**config.mk**
```make
export PLATFORM = sky130hd
export DESIGN_NAME = rr_mux_arbiter_flat
export DESIGN_NICKNAME = d
export VERILOG_FILES = /design/src/rtl/rr_mux_arbiter_pkg.sv /design/src/rtl/rr_mux_arbiter_if.sv /design/src/rtl/mux8to1.sv /design/src/rtl/rr_pick8.sv /design/src/rtl/rr_mux_arbiter.sv /design/src/flat_wrapper.sv
export SDC_FILE = /design/constraint.sdc
export NUM_CORES = 1
export LEC_CHECK = 0
export CAP_MARGIN = 0
export CORE_AREA = 5 5 84 86
export CTS_CLUSTER_SIZE = 25
export DETAILED_ROUTE_END_ITERATION = 12
export DIE_AREA = 0 0 89 91
export PLACE_DENSITY = 0.81
export RECOVER_POWER = 25
export SYNTH_ARGS = -nofsm -noshare
export SYNTH_HDL_FRONTEND = slang
export SYNTH_HIERARCHICAL = 1
export SYNTH_SLANG_ARGS = --single-unit
```
**constraint.sdc**
```tcl
create_clock -name clk -period 4.4 [get_ports clk]
set_input_delay 0.44 -clock clk [delete_from_list [all_inputs] [get_ports clk]]
set_output_delay 0.44 -clock clk [all_outputs]
set_load 0.005 [all_outputs]
```
**src/rtl/rr_mux_arbiter_pkg.sv**
```systemverilog
// Shared types and constants for the round-robin byte arbiter slice.
// Owns the FSM encoding and the channel geometry (8 requesters, 3-bit select, byte data).
package rr_mux_arbiter_pkg;

  localparam int N_REQ  = 8;
  localparam int SEL_W  = 3;
  localparam int DATA_W = 8;

  typedef enum logic {
    IDLE = 1'b0,
    BUSY = 1'b1
  } state_t;

endpackage

```
**src/rtl/rr_mux_arbiter_if.sv**
```systemverilog
// Requester/consumer bundle of the arbiter: request side (req/last/data_in/gnt)
// and the registered valid/ready output side (out_*).
interface rr_mux_arbiter_if
  import rr_mux_arbiter_pkg::*;
();

  logic [N_REQ-1:0]        req;
  logic [N_REQ-1:0]        last;
  logic [N_REQ*DATA_W-1:0] data_in;
  logic [N_REQ-1:0]        gnt;
  logic [SEL_W-1:0]        out_sel;
  logic                    out_valid;
  logic [DATA_W-1:0]       out_data;
  logic                    out_ready;

  // Requesters plus downstream consumer.
  modport master (
    output req, last, data_in, out_ready,
    input  gnt, out_sel, out_valid, out_data
  );

  // The arbiter itself.
  modport slave (
    input  req, last, data_in, out_ready,
    output gnt, out_sel, out_valid, out_data
  );

endinterface

```
**src/rtl/mux8to1.sv**
```systemverilog
// Generic 8:1 byte multiplexer shared across the codebase.
// Purely combinational; Sel picks one of In0..In7.
module mux8to1 (
  input  logic [2:0] Sel,
  input  logic [7:0] In0,
  input  logic [7:0] In1,
  input  logic [7:0] In2,
  input  logic [7:0] In3,
  input  logic [7:0] In4,
  input  logic [7:0] In5,
  input  logic [7:0] In6,
  input  logic [7:0] In7,
  output logic [7:0] Out
);

  always_comb begin
    case (Sel)
      3'd1:    Out = In1;
      3'd2:    Out = In2;
      3'd3:    Out = In3;
      3'd4:    Out = In4;
      3'd5:    Out = In5;
      3'd6:    Out = In6;
      3'd7:    Out = In7;
      default: Out = In0;
    endcase
  end

endmodule

```
**src/rtl/rr_pick8.sv**
```systemverilog
// Rotating-priority picker: returns the first set req bit at or after ptr
// (searching ptr, ptr+1, ... modulo 8) and whether any request is present.
module rr_pick8
  import rr_mux_arbiter_pkg::*;
(
  input  logic [N_REQ-1:0] req,
  input  logic [SEL_W-1:0] ptr,
  output logic [SEL_W-1:0] idx,
  output logic             any
);

  logic [SEL_W-1:0] cand;

  // Walk offsets from farthest to nearest so the nearest hit is written last.
  always_comb begin
    // NOTE: every always_comb output gets a default first so no path can infer a latch.
    idx  = '0;
    cand = '0;
    any  = |req;
    for (int k = N_REQ - 1; k >= 0; k--) begin
      cand = ptr + SEL_W'(k);
      if (req[cand]) idx = cand;
    end
  end

endmodule

```
**src/rtl/rr_mux_arbiter.sv**
```systemverilog
// Round-robin arbiter sharing one registered byte channel among 8 requesters.
// One owner per burst; bursts end on last or after MAX_BEATS beats.
module rr_mux_arbiter
  import rr_mux_arbiter_pkg::*;
#(
  parameter int MAX_BEATS = 16
) (
  input  logic               clk,
  input  logic               rst_n,
  rr_mux_arbiter_if.slave    bus
);

  localparam logic [7:0] LAST_BEAT = 8'(MAX_BEATS - 1);

  state_t            state_q, state_d;
  logic [SEL_W-1:0]  ptr_q, ptr_d;
  logic [SEL_W-1:0]  owner_q, owner_d;
  logic [7:0]        beat_q, beat_d;
  logic              valid_q, valid_d;
  logic [DATA_W-1:0] data_q, data_d;
  logic [N_REQ-1:0]  gnt_d;
  logic              accept;
  logic [SEL_W-1:0]  pick_idx;
  logic              pick_any;
  logic [DATA_W-1:0] mux_out;

  rr_pick8 u_pick (
    .req (bus.req),
    .ptr (ptr_q),
    .idx (pick_idx),
    .any (pick_any)
  );

  // The select is the registered owner, so it never changes inside a burst.
  mux8to1 u_mux (
    .Sel (owner_q),
    .In0 (bus.data_in[ 7: 0]),
    .In1 (bus.data_in[15: 8]),
    .In2 (bus.data_in[23:16]),
    .In3 (bus.data_in[31:24]),
    .In4 (bus.data_in[39:32]),
    .In5 (bus.data_in[47:40]),
    .In6 (bus.data_in[55:48]),
    .In7 (bus.data_in[63:56]),
    .Out (mux_out)
  );

  always_comb begin
    state_d = state_q;
    ptr_d   = ptr_q;
    owner_d = owner_q;
    beat_d  = beat_q;
    valid_d = valid_q && !bus.out_ready;
    data_d  = data_q;
    gnt_d   = '0;
    accept  = 1'b0;

    case (state_q)
      IDLE: begin
        if (pick_any) begin
          owner_d = pick_idx;
          beat_d  = '0;
          state_d = BUSY;
        end
      end
      BUSY: begin
        // A beat moves only if the output register is empty or draining now.
        accept = bus.req[owner_q] && (!valid_q || bus.out_ready);
        if (accept) begin
          gnt_d   = N_REQ'(1) << owner_q;
          data_d  = mux_out;
          valid_d = 1'b1;
          beat_d  = beat_q + 8'd1;
          if (bus.last[owner_q] || (beat_q == LAST_BEAT)) begin
            ptr_d   = owner_q + SEL_W'(1);
            beat_d  = '0;
            state_d = IDLE;
          end
        end
      end
      default: state_d = IDLE;
    endcase
  end

  // NOTE: sequential state uses non-blocking assignments so every register samples pre-edge values.
  always_ff @(posedge clk or negedge rst_n) begin
    if (!rst_n) begin
      state_q <= IDLE;
      ptr_q   <= '0;
      owner_q <= '0;
      beat_q  <= '0;
      valid_q <= 1'b0;
      data_q  <= '0;
    end else begin
      state_q <= state_d;
      ptr_q   <= ptr_d;
      owner_q <= owner_d;
      beat_q  <= beat_d;
      valid_q <= valid_d;
      data_q  <= data_d;
    end
  end

  assign bus.gnt       = gnt_d;
  assign bus.out_sel   = owner_q;
  assign bus.out_valid = valid_q;
  assign bus.out_data  = data_q;

endmodule

```
**src/flat_wrapper.sv**
```systemverilog
// flat-port wrapper written by rule: the top's interface ports become plain ports
module rr_mux_arbiter_flat import rr_mux_arbiter_pkg::*;
#(
  parameter int MAX_BEATS = 16
)
  (clk, rst_n, bus_req, bus_last, bus_data_in, bus_out_ready, bus_gnt, bus_out_sel, bus_out_valid, bus_out_data);
  rr_mux_arbiter_if bus_i ();
  input  logic clk;
  input  logic rst_n;
  input wire logic [$bits(bus_i.req)-1:0] bus_req;
  input wire logic [$bits(bus_i.last)-1:0] bus_last;
  input wire logic [$bits(bus_i.data_in)-1:0] bus_data_in;
  input wire logic [$bits(bus_i.out_ready)-1:0] bus_out_ready;
  output wire logic [$bits(bus_i.gnt)-1:0] bus_gnt;
  output wire logic [$bits(bus_i.out_sel)-1:0] bus_out_sel;
  output wire logic [$bits(bus_i.out_valid)-1:0] bus_out_valid;
  output wire logic [$bits(bus_i.out_data)-1:0] bus_out_data;
  assign bus_i.req = bus_req;
  assign bus_i.last = bus_last;
  assign bus_i.data_in = bus_data_in;
  assign bus_i.out_ready = bus_out_ready;
  assign bus_gnt = bus_i.gnt;
  assign bus_out_sel = bus_i.out_sel;
  assign bus_out_valid = bus_i.out_valid;
  assign bus_out_data = bus_i.out_data;
  rr_mux_arbiter #(.MAX_BEATS(MAX_BEATS)) u_core (.clk(clk), .rst_n(rst_n), .bus(bus_i));
endmodule
```
==> run metrics <==
vias in the first global route between 2000 and 3000; Post-Syn Area per Cell about 11 um2; Reg clk slew, reported paths about 0.08 ns; Synth Instances 253; part of the cycle the worst path needs 0.743; Max Clk Rate 0.306 GHz; Yosys warning total 6; Filler Cell Count ~500; Die Ht between 90 and 100 um; Worst Clk Skew 0.00280 ns; setup TNS 0 ns; max_cap viols 0; critical path type flop to output port; # diodes 0; die area 8100 um2; vias per inst 5.85; Unique masters post-synth 50; DR WL/cell 18.1 um; total grt overflow 0; htree depth 1; die width between 80 and 90 um; GRT Total Usage 0.193; final wirelength around 7700 um; CTS tree yes; CTS sink count 24; Core ar. roughly 6200 um2; Async SR Flop Fraction 1.00; row count 29; Final Hold Vio Count 0; Max Slew Vio Count 0; EDFF count, synth 0; min-delay worst type flop to flop; Post-CTS Setup Bufs 0; Yosys top cell by area dfrtp_1; CP max FO 25; post-synthesis to final-layout area growth 39.5%; Critical Path Source Type flop; dpl hpwl 6130 um; layout cell share with drive strength beyond 1 0.158; VDD IR-drop max 0.350 mV; PortBufs roughly 100; first-pass GRT wire length 12600 um; initial antenna violation count 0; Final ANT Viol Nets 0; cts-stage hold buffer count 0; post-synthesis net count roughly 350; gpl congestion 0.849; DRT Pass-1 Iters 4; Worst Path Required 3.96 ns; Synth Cell Area between 2000 and 3000 um2; Worst Max-Slew Pin Slew 1.07 ns; clk buf depth 2; Remaining DRCs 0; Rel. slew slack 0.288; Initial Utilization 0.449; Clk Latency, worst-skew pair 0.26 ns; most frequent cells in the layout clkdlybuf4s50_1, dfrtp_1, nand2_1; min Tclk post-route 3.27 ns; endpoint type of the worst setup path output port; register area share after synthesis 0.216; Primary FF master, synth dfrtp_1; # IOs 103; number of synthesized register bits 24; share of the synthesized area in the top cell type 0.216; area of the multi-input gates 2020 um2; power density cells 653 nW/um2; Crit path arrival time 2.83 ns; post_cts resized 0; final setup vio count 0; Num CTS Buffers 3; clock root buffer clkbuf_8; Leak 1.62 nW; most common cell after layout, fill and taps aside clkdlybuf4s50_1; largest net degree at the start of global routing 35; final net count 441; RSZ-0062 raised after global routing no; vias 2488; Area contributors post-synth dfrtp_1, mux4_1, mux4_2; Reg area 601 um2; Hold WS 0.505 ns; 1st-iter DRT viols 67; status completed
## kinds of logic (layout without fill, tap and decap cells)
group | count (synthesis) | in the layout | synth area share
xor gates and xnor gates | 4 | 4 | 0.0126
and+or+nand+nor | 62 | 62 | 0.117
muxes | 67 | 67 | 0.406
DFF | 24 | 24 | 0.216
AOI/OAI and AO/OA | 55 | 55 | 0.148
adders and majority gates | 9 | 9 | 0.0405
buffers and inverters | 32 | 127 | 0.0602
## final cells by class
cell class | instances | share of cell area
multi-input cells | 197 | 0.519
repair buffers | 106 | 0.271
flip-flops and latches | 24 | 0.155
well taps | 77 | 0.0248
inverters | 17 | 0.0164
clock buffers | 4 | 0.0142
## worst paths after layout
kind                                            start                    end  slack, ns  cells after the start
worst min-delay path                 u_core/beat_q[7]       u_core/beat_q[7]       0.51                      1
min in group asynchronous                       rst_n       u_core/beat_q[7]       0.81                      1
worst max-delay path            u_core/bus.out_sel[2]             bus_gnt[5]       1.13                      7
max in group asynchronous                       rst_n       u_core/beat_q[1]       2.95                      1
worst max register to register        u_core/ptr_q[0]  u_core/bus.out_sel[0]       1.21                      7
worst min register to register       u_core/beat_q[7]       u_core/beat_q[7]       0.51                      1
## state kept, by name, summed over array words and instances (netlist names)
name	cells
u_core/bus.out_data	8
u_core/beat_q	8
u_core/state_q	1
u_core/bus.out_sel	3
u_core/bus.out_valid	1
u_core/ptr_q	3
## power breakdown
part / internal (W) / switching [W]
Combinational: 0.00104 / 0.000898
Sequential: 0.000305 / 0.000140
Clock: 0.0000799 / 0.0000692
Total: 0.00143 / 0.00111
## cells in the mapped netlist (2+ instances only)
cell type and count:
a21oi_1 14, nor3_1 2, mux4_2 11, ha_1 9
o32ai_2 2, nand3_1 10, a22oi_1 5, inv_1 16
o31ai_1 3, xor2_1 3, o32ai_1 4, mux2_4 12
nor2_1 10, buf_2 8, clkbuf_1 2, a31oi_1 2
mux2i_1 15, a2bb2oi_1 2, a211oi_1 2, nor2b_1 2
and2_1 3, o21ai_0 8, buf_6 5, nand2_1 19
mux2_2 14, o311a_1 2, mux4_1 15, dfrtp_1 24
and3_1 6, nor4_1 2, o211ai_1 2
## worst max-delay path, stage by stage, from the launching register on
cell,delay [ns]
dfrtp_1,0.69
nor2b_1,0.32
a221oi_2,0.36
nand4_2,0.13
buf_4,0.25
inv_2,0.13
and3_1,0.17
clkdlybuf4s50_1,0.51
## routing by layer
layer  up-vias  part of all wire  global-route usage
met1      1181              0.36               0.214
met3        12             0.085              0.0425
met4         0             0.018              0.0645
li1       1188                 -                   -
met2       107              0.54               0.358
met5         -                 0                   0
## through the flow
step / instance area [um2] / cells / utilization / power [W] / setup slack, ns
finish: 3880 / 425 / 0.626 / 0.00254 / 1.13
global route: 3880 / 425 / 0.626 / 0.00273 / 0.944
CTS: 3880 / 425 / 0.626 / 0.00256 / 1.09
detailed placement: 3830 / 421 / 0.617 / 0.00240 / 1.22
global placement: 3830 / 421 / 0.617 / 0.00235 / 1.29
floorplan: 2780 / 253 / - / 0.00190 / 1.32
Note: power is estimated with default switching activity, not from simulation.
